--- config.mk ---
export PLATFORM = sky130hd
export DESIGN_NAME = phaser_out_tap_ctrl
export DESIGN_NICKNAME = d
export VERILOG_FILES = /design/src/rtl/phaser_out_tap_ctrl.sv
export SDC_FILE = /design/constraint.sdc
export NUM_CORES = 1
export LEC_CHECK = 0
export CAP_MARGIN = 20
export CORE_MARGIN = 4
export CORE_UTILIZATION = 40
export CTS_CLUSTER_DIAMETER = 100
export DETAILED_ROUTE_END_ITERATION = 12
export MAX_ROUTING_LAYER = met4
export PLACE_DENSITY_LB_ADDON = 0.25
export SYNTH_ARGS = -nofsm -noshare
export SYNTH_HDL_FRONTEND = slang
export SYNTH_SLANG_ARGS = --single-unit
--- constraint.sdc ---
create_clock -name SYSCLK -period 3.3 [get_ports SYSCLK]
set_input_delay 0.33 -clock SYSCLK [delete_from_list [all_inputs] [get_ports SYSCLK]]
set_output_delay 0.33 -clock SYSCLK [all_outputs]
set_load 0.02 [all_outputs]
--- src/rtl/phaser_out_tap_ctrl.sv ---
// Tap sequencer for one X_PHASER_OUT: walks fine then coarse taps one pulse at a time
// toward an absolute target, with settle gap, overflow abort and counter read-back.
module phaser_out_tap_ctrl #(
  parameter int FINE_INIT   = 0,
  parameter int COARSE_INIT = 0,
  parameter int PULSE_GAP   = 8,
  parameter int READ_LAT    = 2
) (
  input  logic       SYSCLK,
  input  logic       RST,
  input  logic       REQVALID,
  output logic       REQREADY,
  input  logic [5:0] REQFINE,
  input  logic [5:0] REQCOARSE,
  input  logic       RDREQ,
  output logic       DONE,
  output logic       ERR,
  output logic [5:0] CURFINE,
  output logic [5:0] CURCOARSE,
  output logic [8:0] RDVAL,
  output logic       FINEENABLE,
  output logic       FINEINC,
  output logic       COARSEENABLE,
  output logic       COARSEINC,
  output logic       COUNTERREADEN,
  input  logic       FINEOVERFLOW,
  input  logic       COARSEOVERFLOW,
  input  logic [8:0] COUNTERREADVAL
);

  typedef enum logic [2:0] {
    S_IDLE, S_FSTEP, S_FWAIT, S_CSTEP, S_CWAIT, S_RDPULSE, S_RDWAIT
  } state_t;

  localparam logic [5:0] FINE_RST   = 6'(FINE_INIT);
  localparam logic [5:0] COARSE_RST = 6'(COARSE_INIT);
  // A step cycle plus GAP_CNT+1 wait cycles gives PULSE_GAP cycles between pulses.
  localparam logic [7:0] GAP_CNT    = (PULSE_GAP > 1) ? 8'(PULSE_GAP - 2) : 8'd0;
  localparam logic [7:0] RD_CNT     = 8'(READ_LAT);

  function automatic logic [5:0] tap_step(input logic [5:0] cur, input logic up);
    if (up) return (cur == 6'd63) ? cur : cur + 6'd1;
    else    return (cur == 6'd0)  ? cur : cur - 6'd1;
  endfunction

  function automatic state_t next_after(input logic fine_left, input logic coarse_left);
    if (fine_left)        return S_FSTEP;
    else if (coarse_left) return S_CSTEP;
    else                  return S_IDLE;
  endfunction

  state_t     r_state;
  logic       r_ready, r_done, r_err, r_zpend;
  logic [5:0] r_cur_fine, r_cur_coarse, r_tgt_fine, r_tgt_coarse;
  logic [8:0] r_rdval;
  logic       r_fen, r_finc, r_cen, r_cinc, r_rden;
  logic [7:0] r_cnt;

  logic       w_fine_up, w_coarse_up, w_ovf;
  logic [5:0] w_fine_stepped, w_coarse_stepped;
  state_t     w_fstep_next, w_cstep_next, w_wait_next;

  assign w_fine_up        = (r_tgt_fine > r_cur_fine);
  assign w_coarse_up      = (r_tgt_coarse > r_cur_coarse);
  assign w_fine_stepped   = tap_step(r_cur_fine, w_fine_up);
  assign w_coarse_stepped = tap_step(r_cur_coarse, w_coarse_up);
  assign w_ovf            = FINEOVERFLOW | COARSEOVERFLOW;
  // Successor states; the step variants only matter when there is no wait state.
  assign w_fstep_next = next_after(w_fine_stepped != r_tgt_fine, r_cur_coarse != r_tgt_coarse);
  assign w_cstep_next = next_after(1'b0, w_coarse_stepped != r_tgt_coarse);
  assign w_wait_next  = next_after(r_cur_fine != r_tgt_fine, r_cur_coarse != r_tgt_coarse);

  always_ff @(posedge SYSCLK or posedge RST) begin
    if (RST) begin
      r_state      <= S_IDLE;
      r_ready      <= 1'b1;
      r_done       <= 1'b0;
      r_err        <= 1'b0;
      r_zpend      <= 1'b0;
      r_cur_fine   <= FINE_RST;
      r_cur_coarse <= COARSE_RST;
      r_tgt_fine   <= FINE_RST;
      r_tgt_coarse <= COARSE_RST;
      r_rdval      <= 9'd0;
      r_fen        <= 1'b0;
      r_finc       <= 1'b0;
      r_cen        <= 1'b0;
      r_cinc       <= 1'b0;
      r_rden       <= 1'b0;
      r_cnt        <= 8'd0;
    end else begin
      r_done <= 1'b0;
      r_fen  <= 1'b0;
      r_cen  <= 1'b0;
      r_rden <= 1'b0;
      case (r_state)
        S_IDLE: begin
          if (r_zpend) begin
            r_zpend <= 1'b0;
            r_done  <= 1'b1;
            r_ready <= 1'b1;
          end else if (REQVALID && r_ready) begin
            r_tgt_fine   <= REQFINE;
            r_tgt_coarse <= REQCOARSE;
            r_err        <= 1'b0;
            r_ready      <= 1'b0;
            if (REQFINE != r_cur_fine)          r_state <= S_FSTEP;
            else if (REQCOARSE != r_cur_coarse) r_state <= S_CSTEP;
            else                                r_zpend <= 1'b1;
          end else if (RDREQ && r_ready) begin
            r_ready <= 1'b0;
            r_state <= S_RDPULSE;
          end
        end
        S_FSTEP, S_CSTEP: begin
          if (w_ovf) begin
            r_err   <= 1'b1;
            r_done  <= 1'b1;
            r_ready <= 1'b1;
            r_state <= S_IDLE;
          end else begin
            if (r_state == S_FSTEP) begin
              r_fen      <= 1'b1;
              r_finc     <= w_fine_up;
              r_cur_fine <= w_fine_stepped;
            end else begin
              r_cen        <= 1'b1;
              r_cinc       <= w_coarse_up;
              r_cur_coarse <= w_coarse_stepped;
            end
            if (PULSE_GAP == 1) begin
              r_state <= (r_state == S_FSTEP) ? w_fstep_next : w_cstep_next;
              if (((r_state == S_FSTEP) ? w_fstep_next : w_cstep_next) == S_IDLE) begin
                r_done  <= 1'b1;
                r_ready <= 1'b1;
              end
            end else begin
              r_cnt   <= GAP_CNT;
              r_state <= (r_state == S_FSTEP) ? S_FWAIT : S_CWAIT;
            end
          end
        end
        S_FWAIT, S_CWAIT: begin
          if (w_ovf) begin
            r_err   <= 1'b1;
            r_done  <= 1'b1;
            r_ready <= 1'b1;
            r_state <= S_IDLE;
          end else if (r_cnt != 8'd0) begin
            r_cnt <= r_cnt - 8'd1;
          end else begin
            r_state <= w_wait_next;
            if (w_wait_next == S_IDLE) begin
              r_done  <= 1'b1;
              r_ready <= 1'b1;
            end
          end
        end
        S_RDPULSE: begin
          r_rden  <= 1'b1;
          r_cnt   <= RD_CNT;
          r_state <= S_RDWAIT;
        end
        S_RDWAIT: begin
          // Sample READ_LAT cycles after the cycle COUNTERREADEN is high.
          if (r_cnt != 8'd0) begin
            r_cnt <= r_cnt - 8'd1;
          end else begin
            r_rdval <= COUNTERREADVAL;
            r_done  <= 1'b1;
            r_ready <= 1'b1;
            r_state <= S_IDLE;
          end
        end
        default: begin
          r_ready <= 1'b1;
          r_state <= S_IDLE;
        end
      endcase
    end
  end

  assign REQREADY      = r_ready;
  assign DONE          = r_done;
  assign ERR           = r_err;
  assign CURFINE       = r_cur_fine;
  assign CURCOARSE     = r_cur_coarse;
  assign RDVAL         = r_rdval;
  assign FINEENABLE    = r_fen;
  assign FINEINC       = r_finc;
  assign COARSEENABLE  = r_cen;
  assign COARSEINC     = r_cinc;
  assign COUNTERREADEN = r_rden;

endmodule
==> results of run 1 <==
logic make-up after synthesis:
kind of cell | after synthesis | synth area share (%)
muxes | 24 | 8.66
AOI/OAI and AO/OA | 67 | 14.3
DFF | 53 | 41.2
and+or+nand+nor | 95 | 15.8
buffers and inverters | 31 | 3.69
xor gates and xnor gates | 24 | 6.53
adders and majority gates | 24 | 9.79
worst max-delay path, delay by kind of cell, from the launching register on:
kind | cells | cell delay, ps
AO/OA/AOI/OAI | 7 | 1370
buffers and inverters | 1 | 90
flip-flops | 1 | 460
XOR/XNOR | 1 | 150
AND/OR/NAND/NOR | 1 | 180
adder cells (fa/ha/maj) | 2 | 670
layout by cell type, fill, tap and decap left out, drive strengths merged, types with 2 or more instances in the layout:
master,synthesis,routed
clkdlybuf4s50,0,55
dfrtp,52,52
inv,26,26
nor2,25,25
ha,22,22
mux2,21,21
nand2,19,19
a21oi,18,18
o21ai,16,16
xor2,14,14
nand3,12,12
xnor2,10,10
nor3,8,8
nand2b,6,6
a21o,6,6
clkbuf,3,6
buf,2,5
nand4,4,4
a31oi,4,4
or4,4,4
or3,4,4
a21boi,3,3
a211oi,3,3
and2,3,3
o32ai,3,3
mux2i,3,3
nor3b,3,3
a22o,3,3
or2,2,2
nor2b,2,2
nor4,2,2
o21bai,2,2
fa,2,2
o31ai,2,2
registers in the layout (all words and copies together) (netlist names), 3 cells and up:
signal        flops
r_cnt             8
CURCOARSE         6
RDVAL             9
CURFINE           6
r_tgt_coarse      6
r_tgt_fine        6
r_state           3
stage by stage:
stage	hold WS [ps]	utilization, %	worst slack, ps	power [uW]
after detailed placement	476	50.4	312	3860
after global placement	469	50.4	367	3790
after global routing	483	51.9	22.4	4680
after CTS	430	51.9	240	4340
final	413	51.9	278	4300
after floorplan	447	-	262	3090
Yosys cell counts, types with 3 or more instances:
master    number  area [um2]
nor3_1         6        30.0
o21ai_0       16        80.1
inv_1         26        97.6
nand3_1       11        55.1
or4_1          3        22.5
a21boi_0       3        22.5
or3_1          3        18.8
dfrtp_1       52        1300
nand2b_1       6        37.5
nor2_1        24        90.1
a21oi_1       18        90.1
ha_1          22         275
nand4_1        4        25.0
a31oi_1        4        25.0
nand2_1       19        71.3
a211oi_1       3        22.5
clkbuf_1       3        11.3
a21o_1         6        45.0
xor2_1        14         123
mux2_2        20         225
xnor2_1       10        87.6
area by class of cell:
| class | count | area [um2] | area share [%] |
|---|---|---|---|
| flip-flops and latches | 53 | 1330 | 32.9 |
| clock inverters | 2 | 37.5 | 0.930 |
| multi-input cells | 234 | 1770 | 44.0 |
| inverters | 26 | 97.6 | 2.42 |
| clock buffers | 6 | 82.6 | 2.05 |
| repair buffers | 60 | 588 | 14.6 |
| well taps | 102 | 128 | 3.16 |
layer usage:
layer | track usage (%) | routed length (um) | up-vias
met2 | 25.1 | 3370 | 51
met1 | 21.7 | 3280 | 1177
met3 | 2.57 | 244 | 7
met5 | - | 0 | -
met4 | 4.58 | 108 | 0
li1 | - | - | 1253
power by group:
group	internal [uW]	switching (uW)	total, uW
logic	1290	1340	2620
clock network	247	207	454
registers	931	292	1220
path summary, 6_finish.rpt:
check	from	cells after the start	endpoint
min in group SYSCLK	COARSEINC	2	COARSEINC
hold / removal	RST	2	FINEENABLE
setup / recovery	CURFINE[4]	12	CURFINE[5]
hold reg to reg	COARSEINC	2	COARSEINC
setup reg to reg	CURFINE[4]	12	CURFINE[5]
max in group asynchronous	RST	3	REQREADY
==> flow_summary.yaml, run 1 <==
finish:
  stdcell_count: 483
  synthToLayoutAreaGrowth_pct: 25.3
  drive_gt1_share_pct: 13.1
  stdcell_area_um2: 4040
  antenna_cells: 0
  final.fill_count: 737
  nets: 431
grt:
  overflow: 0
  grt_pass1_wl_um: 12400
  antenna_found_initial: 0
  grt_usage_pct: 16.1
  grt_pass1_vias: 2529
  grt_max_degree: 30
clocking:
  cts_sinks: 53
  cts_tree: "yes"
  postCtsSetupBuffers: 0
  cts-buffers-inserted: 5
  cts_resized: 0
  clk_pin_slew_ps: 90
  cts_buffer_depth: 2
  cts_hold_buf: 0
  cts_root_buf: "clkbuf_8"
  worstSkewPairLatency_ps: 300
  htree_levels: 2
synthesis:
  synth_seq_cells: 53
  ys.warnings.count: 0
  synth_cell_types: 55
  async_flop_share_pct: 100
  synthFlopType: "dfrtp_1"
  synth_fp_nets: 369
  avgSynthCellArea_um2: 10.1
  synth_edf_count: 0
  ys_seq_area_share_pct: 41.2
  synthCells: 318
  mappedNetlistArea_um2: 3220
sta:
  finalSetupViolCount: 0
  slew_violations: 0
  tightest_slew_ps: 716
  slew_headroom_pct: 52.2
  rsz0062_at_grt: "false"
  fin_skew_ps: 5.42
  period_share_pct: 91.6
  fin_tns_setup_ps: 0
  finalHoldViolCount: 0
  max_freq_mhz: 331
  period_needed_ps: 3020
worst_setup_path:
  worstPathCellList: "inv_1 -> ha_1 -> a21oi_1 -> a21boi_0 -> o31ai_2 -> ha_1 -> a211oi_1 -> o21bai_1 -> a21o_1 -> nor3b_1 -> o21ai_0 -> xnor2_1"
  cp.arrival_ps: 3220
  path_class: "register to register"
  endpoint_kind: "register"
  cpMostUsedCell: "ha_1"
  start_kind: "register"
  critPathRequiredTime_ps: 3500
  max_stage_delay_ps: 460
  crit_fanout: 6
  critPathSlowestCell: "dfrtp_1"
  reg2reg_slack_ps: 280
worst_hold_path:
  hp-class: "input port to async pin"
power_and_ir_drop:
  p_per_area_nw_per_um2: 1070
  peakVddDrop_mv: 0.634
  leakage_uw: 0.00176
die:
  die-area_um2: 9550
  start_util_pct: 41.5
  die_y_um: 97.7
  dieWidth_um: 97.7
  core-area_um2: 7770
  ios: 56
  row_count: 32
flow_run:
  cap_violations: 0
place:
  placed_cells: 475
  gp_congestion: 0.841
  io_buffers: 55
  postPlaceCellArea_um2: 3920
  hpwl_um: 5490
routing:
  wl_per_cell_um: 14.5
  route.detailed.drc: 0
  viasPerCell: 5.15
  ant_nets: 0
  drt-total-wl_um: 7010
  drt_iter0_markers: 123
  drtPass1Iterations: 4
  via_count: 2488
status:
  outcome: "finished, final reports clean"
Note: power is estimated with default switching activity, not from simulation.
==> run 2: changes to the inputs <==
--- a/config.mk
+++ b/config.mk
@@ -6,6 +6,7 @@
 export NUM_CORES = 1
 export LEC_CHECK = 0
 export CAP_MARGIN = 20
+export CORE_ASPECT_RATIO = 1.4
 export CORE_MARGIN = 4
 export CORE_UTILIZATION = 40
 export CTS_CLUSTER_DIAMETER = 100
==> constraint.sdc (replaced) <==
create_clock -name SYSCLK -period 3.3 [get_ports SYSCLK]
set_input_delay 0.33 -clock SYSCLK [delete_from_list [all_inputs] [get_ports SYSCLK]]
set_output_delay 0.33 -clock SYSCLK [all_outputs]
set_load 0.005 [all_outputs]
==> flow_summary.yaml, run 2 (synthesis results as in run 1) <==
routing:
  ant_nets: 0
  wl_per_cell_um: 15.2
  met2_length_um: 3790
  wl_met1_um: 3120
  drt-total-wl_um: 7350
  drtPass1Iterations: 4
  viasPerCell: 5.28
  via_count: 2552
  route.detailed.drc: 0
  maxUsedRoutingLayer: "met4"
  wl_met3_um: 250
  drt_iter0_markers: 101
clocking:
  cts_root_buf: "clkbuf_8"
  cts-buffers-inserted: 5
  cts_tree: "yes"
  postCtsSetupBuffers: 0
  cts_resized: 0
  cts_hold_buf: 0
  worstSkewPairLatency_ps: 310
  clk_pin_slew_ps: 100
  htree_levels: 2
  cts_buffer_depth: 2
  cts_sinks: 53
worst_setup_path:
  cpMostUsedCell: "ha_1"
  critPathRequiredTime_ps: 3500
  critPathSlowestCell: "o31ai_2"
  cp.arrival_ps: 3210
  max_stage_delay_ps: 490
  endpoint_kind: "register"
  start_kind: "register"
  worstPathCellList: "inv_1 -> ha_1 -> a21oi_1 -> a21boi_0 -> o31ai_2 -> ha_1 -> a211oi_1 -> o21bai_1 -> a21o_1 -> nor3b_1 -> o21ai_0 -> xnor2_1"
  path_class: "register to register"
  crit_fanout: 6
sta:
  slew_headroom_pct: 49.9
  period_share_pct: 91.1
  slew_violations: 0
  timing.final.ws_setup_ps: 292
  fin_tns_setup_ps: 0
  max_freq_mhz: 332
  fin_skew_ps: 4.33
  rsz0062_at_grt: "false"
  period_needed_ps: 3010
  finalHoldViolCount: 0
  hold_ws_ps: 353
  finalSetupViolCount: 0
  tightest_slew_ps: 751
finish:
  drive_gt1_share_pct: 13.6
  synthToLayoutAreaGrowth_pct: 25.5
  layout_commonest_cell: "clkdlybuf4s50_1"
  stdcell_count: 483
  layout_common_cells: "55 x clkdlybuf4s50_1, 52 x dfrtp_1, 25 x inv_1, 24 x nor2_1, 22 x ha_1"
  largest_reg_flops: 9
  fin_util_pct: 51.8
  antenna_cells: 0
  nets: 433
power_and_ir_drop:
  leakage_uw: 0.00176
  peakVddDrop_mv: 0.492
  p_per_area_nw_per_um2: 1030
die:
  dieWidth_um: 83.8
  core-area_um2: 7800
  die_y_um: 114
  ios: 56
  row_count: 38
  die-area_um2: 9570
  start_util_pct: 41.3
status:
  outcome: "finished, final reports clean"
grt:
  overflow: 0
  grt_pass1_wl_um: 12500
  grt_pass1_vias: 2538
  grt_max_degree: 33
  grt_usage_pct: 16.4
  antenna_found_initial: 0
flow_run:
  cap_violations: 0
place:
  gp_congestion: 0.896
  io_buffers: 55
  placed_cells: 475
  hpwl_um: 5750
  place_ws_ps: 304
worst_hold_path:
  hp-class: "input port to async pin"
-- run 2: cell types whose count changed in the layout (fill, tap and decap cells not counted) --
cell / previous run / this run
buf_4: 5 / 7
clkbuf_8: 6 / 5
clkinv_4: 0 / 1
-- run 2: per-layer routing --
metal	GRT usage, %	vias to the layer above
li1	-	1257
met1	19.8	1231
met2	27.7	47
met3	2.66	17
met4	6.22	0
met5	-	-
-- run 2: metrics by stage --
step / power (uW) / cell area (um2)
6_report: 4180 / 4040
3_5_place_dp: 3730 / 3930
3_3_place_gp: 3690 / 3930
2_1_floorplan: 2930 / 3220
5_1_grt: 4560 / 4040
4_1_cts: 4210 / 4040
-- run 2: report_power, final --
group	switching, uW	leakage, uW	internal (uW)
Combinational	1200	0.00106	1310
Sequential	274	0.000645	931
Clock	231	0.0000543	227
Total	1700	0.00176	2470
-- run 2: critical path, delay by kind of cell, from the launching register on --
family	cells	cell delay [ps]
compound gates	7	1370
xor+xnor	1	150
fa+ha+maj	2	680
buf+inv	1	90
flops	1	450
simple gates	1	170
-- run 2: area by class of cell --
class,instances,area [um2]
fillers,743,3750
well taps,100,125
flip-flops and latches,53,1330
clock inverters,3,46.3
multi-input cells,234,1770
repair buffers,62,603
clock buffers,5,68.8
inverters,26,97.6
-- run 2: worst paths after layout --
check / start / end / slack [ps] / depth (start not counted)
worst max register to register: CURFINE[4] / CURFINE[5] / 290 / 12
worst min-delay path: RST / RDVAL[2] / 350 / 2
worst max-delay path: CURFINE[4] / CURFINE[5] / 290 / 12
max in group asynchronous: RST / REQREADY / 2110 / 3
min in group SYSCLK: COARSEINC / COARSEINC / 500 / 2
worst min register to register: COARSEINC / COARSEINC / 500 / 2
==> run 3: changes to the inputs <==
--- a/config.mk
+++ b/config.mk
@@ -9,7 +9,7 @@
 export CORE_ASPECT_RATIO = 1.4
 export CORE_MARGIN = 4
 export CORE_UTILIZATION = 40
-export CTS_CLUSTER_DIAMETER = 100
+export CTS_CLUSTER_DIAMETER = 150
 export DETAILED_ROUTE_END_ITERATION = 12
 export MAX_ROUTING_LAYER = met4
 export PLACE_DENSITY_LB_ADDON = 0.25
==> results of run 3 <==
Same layout as run 2: the final DEF is identical, and so are final timing and power.
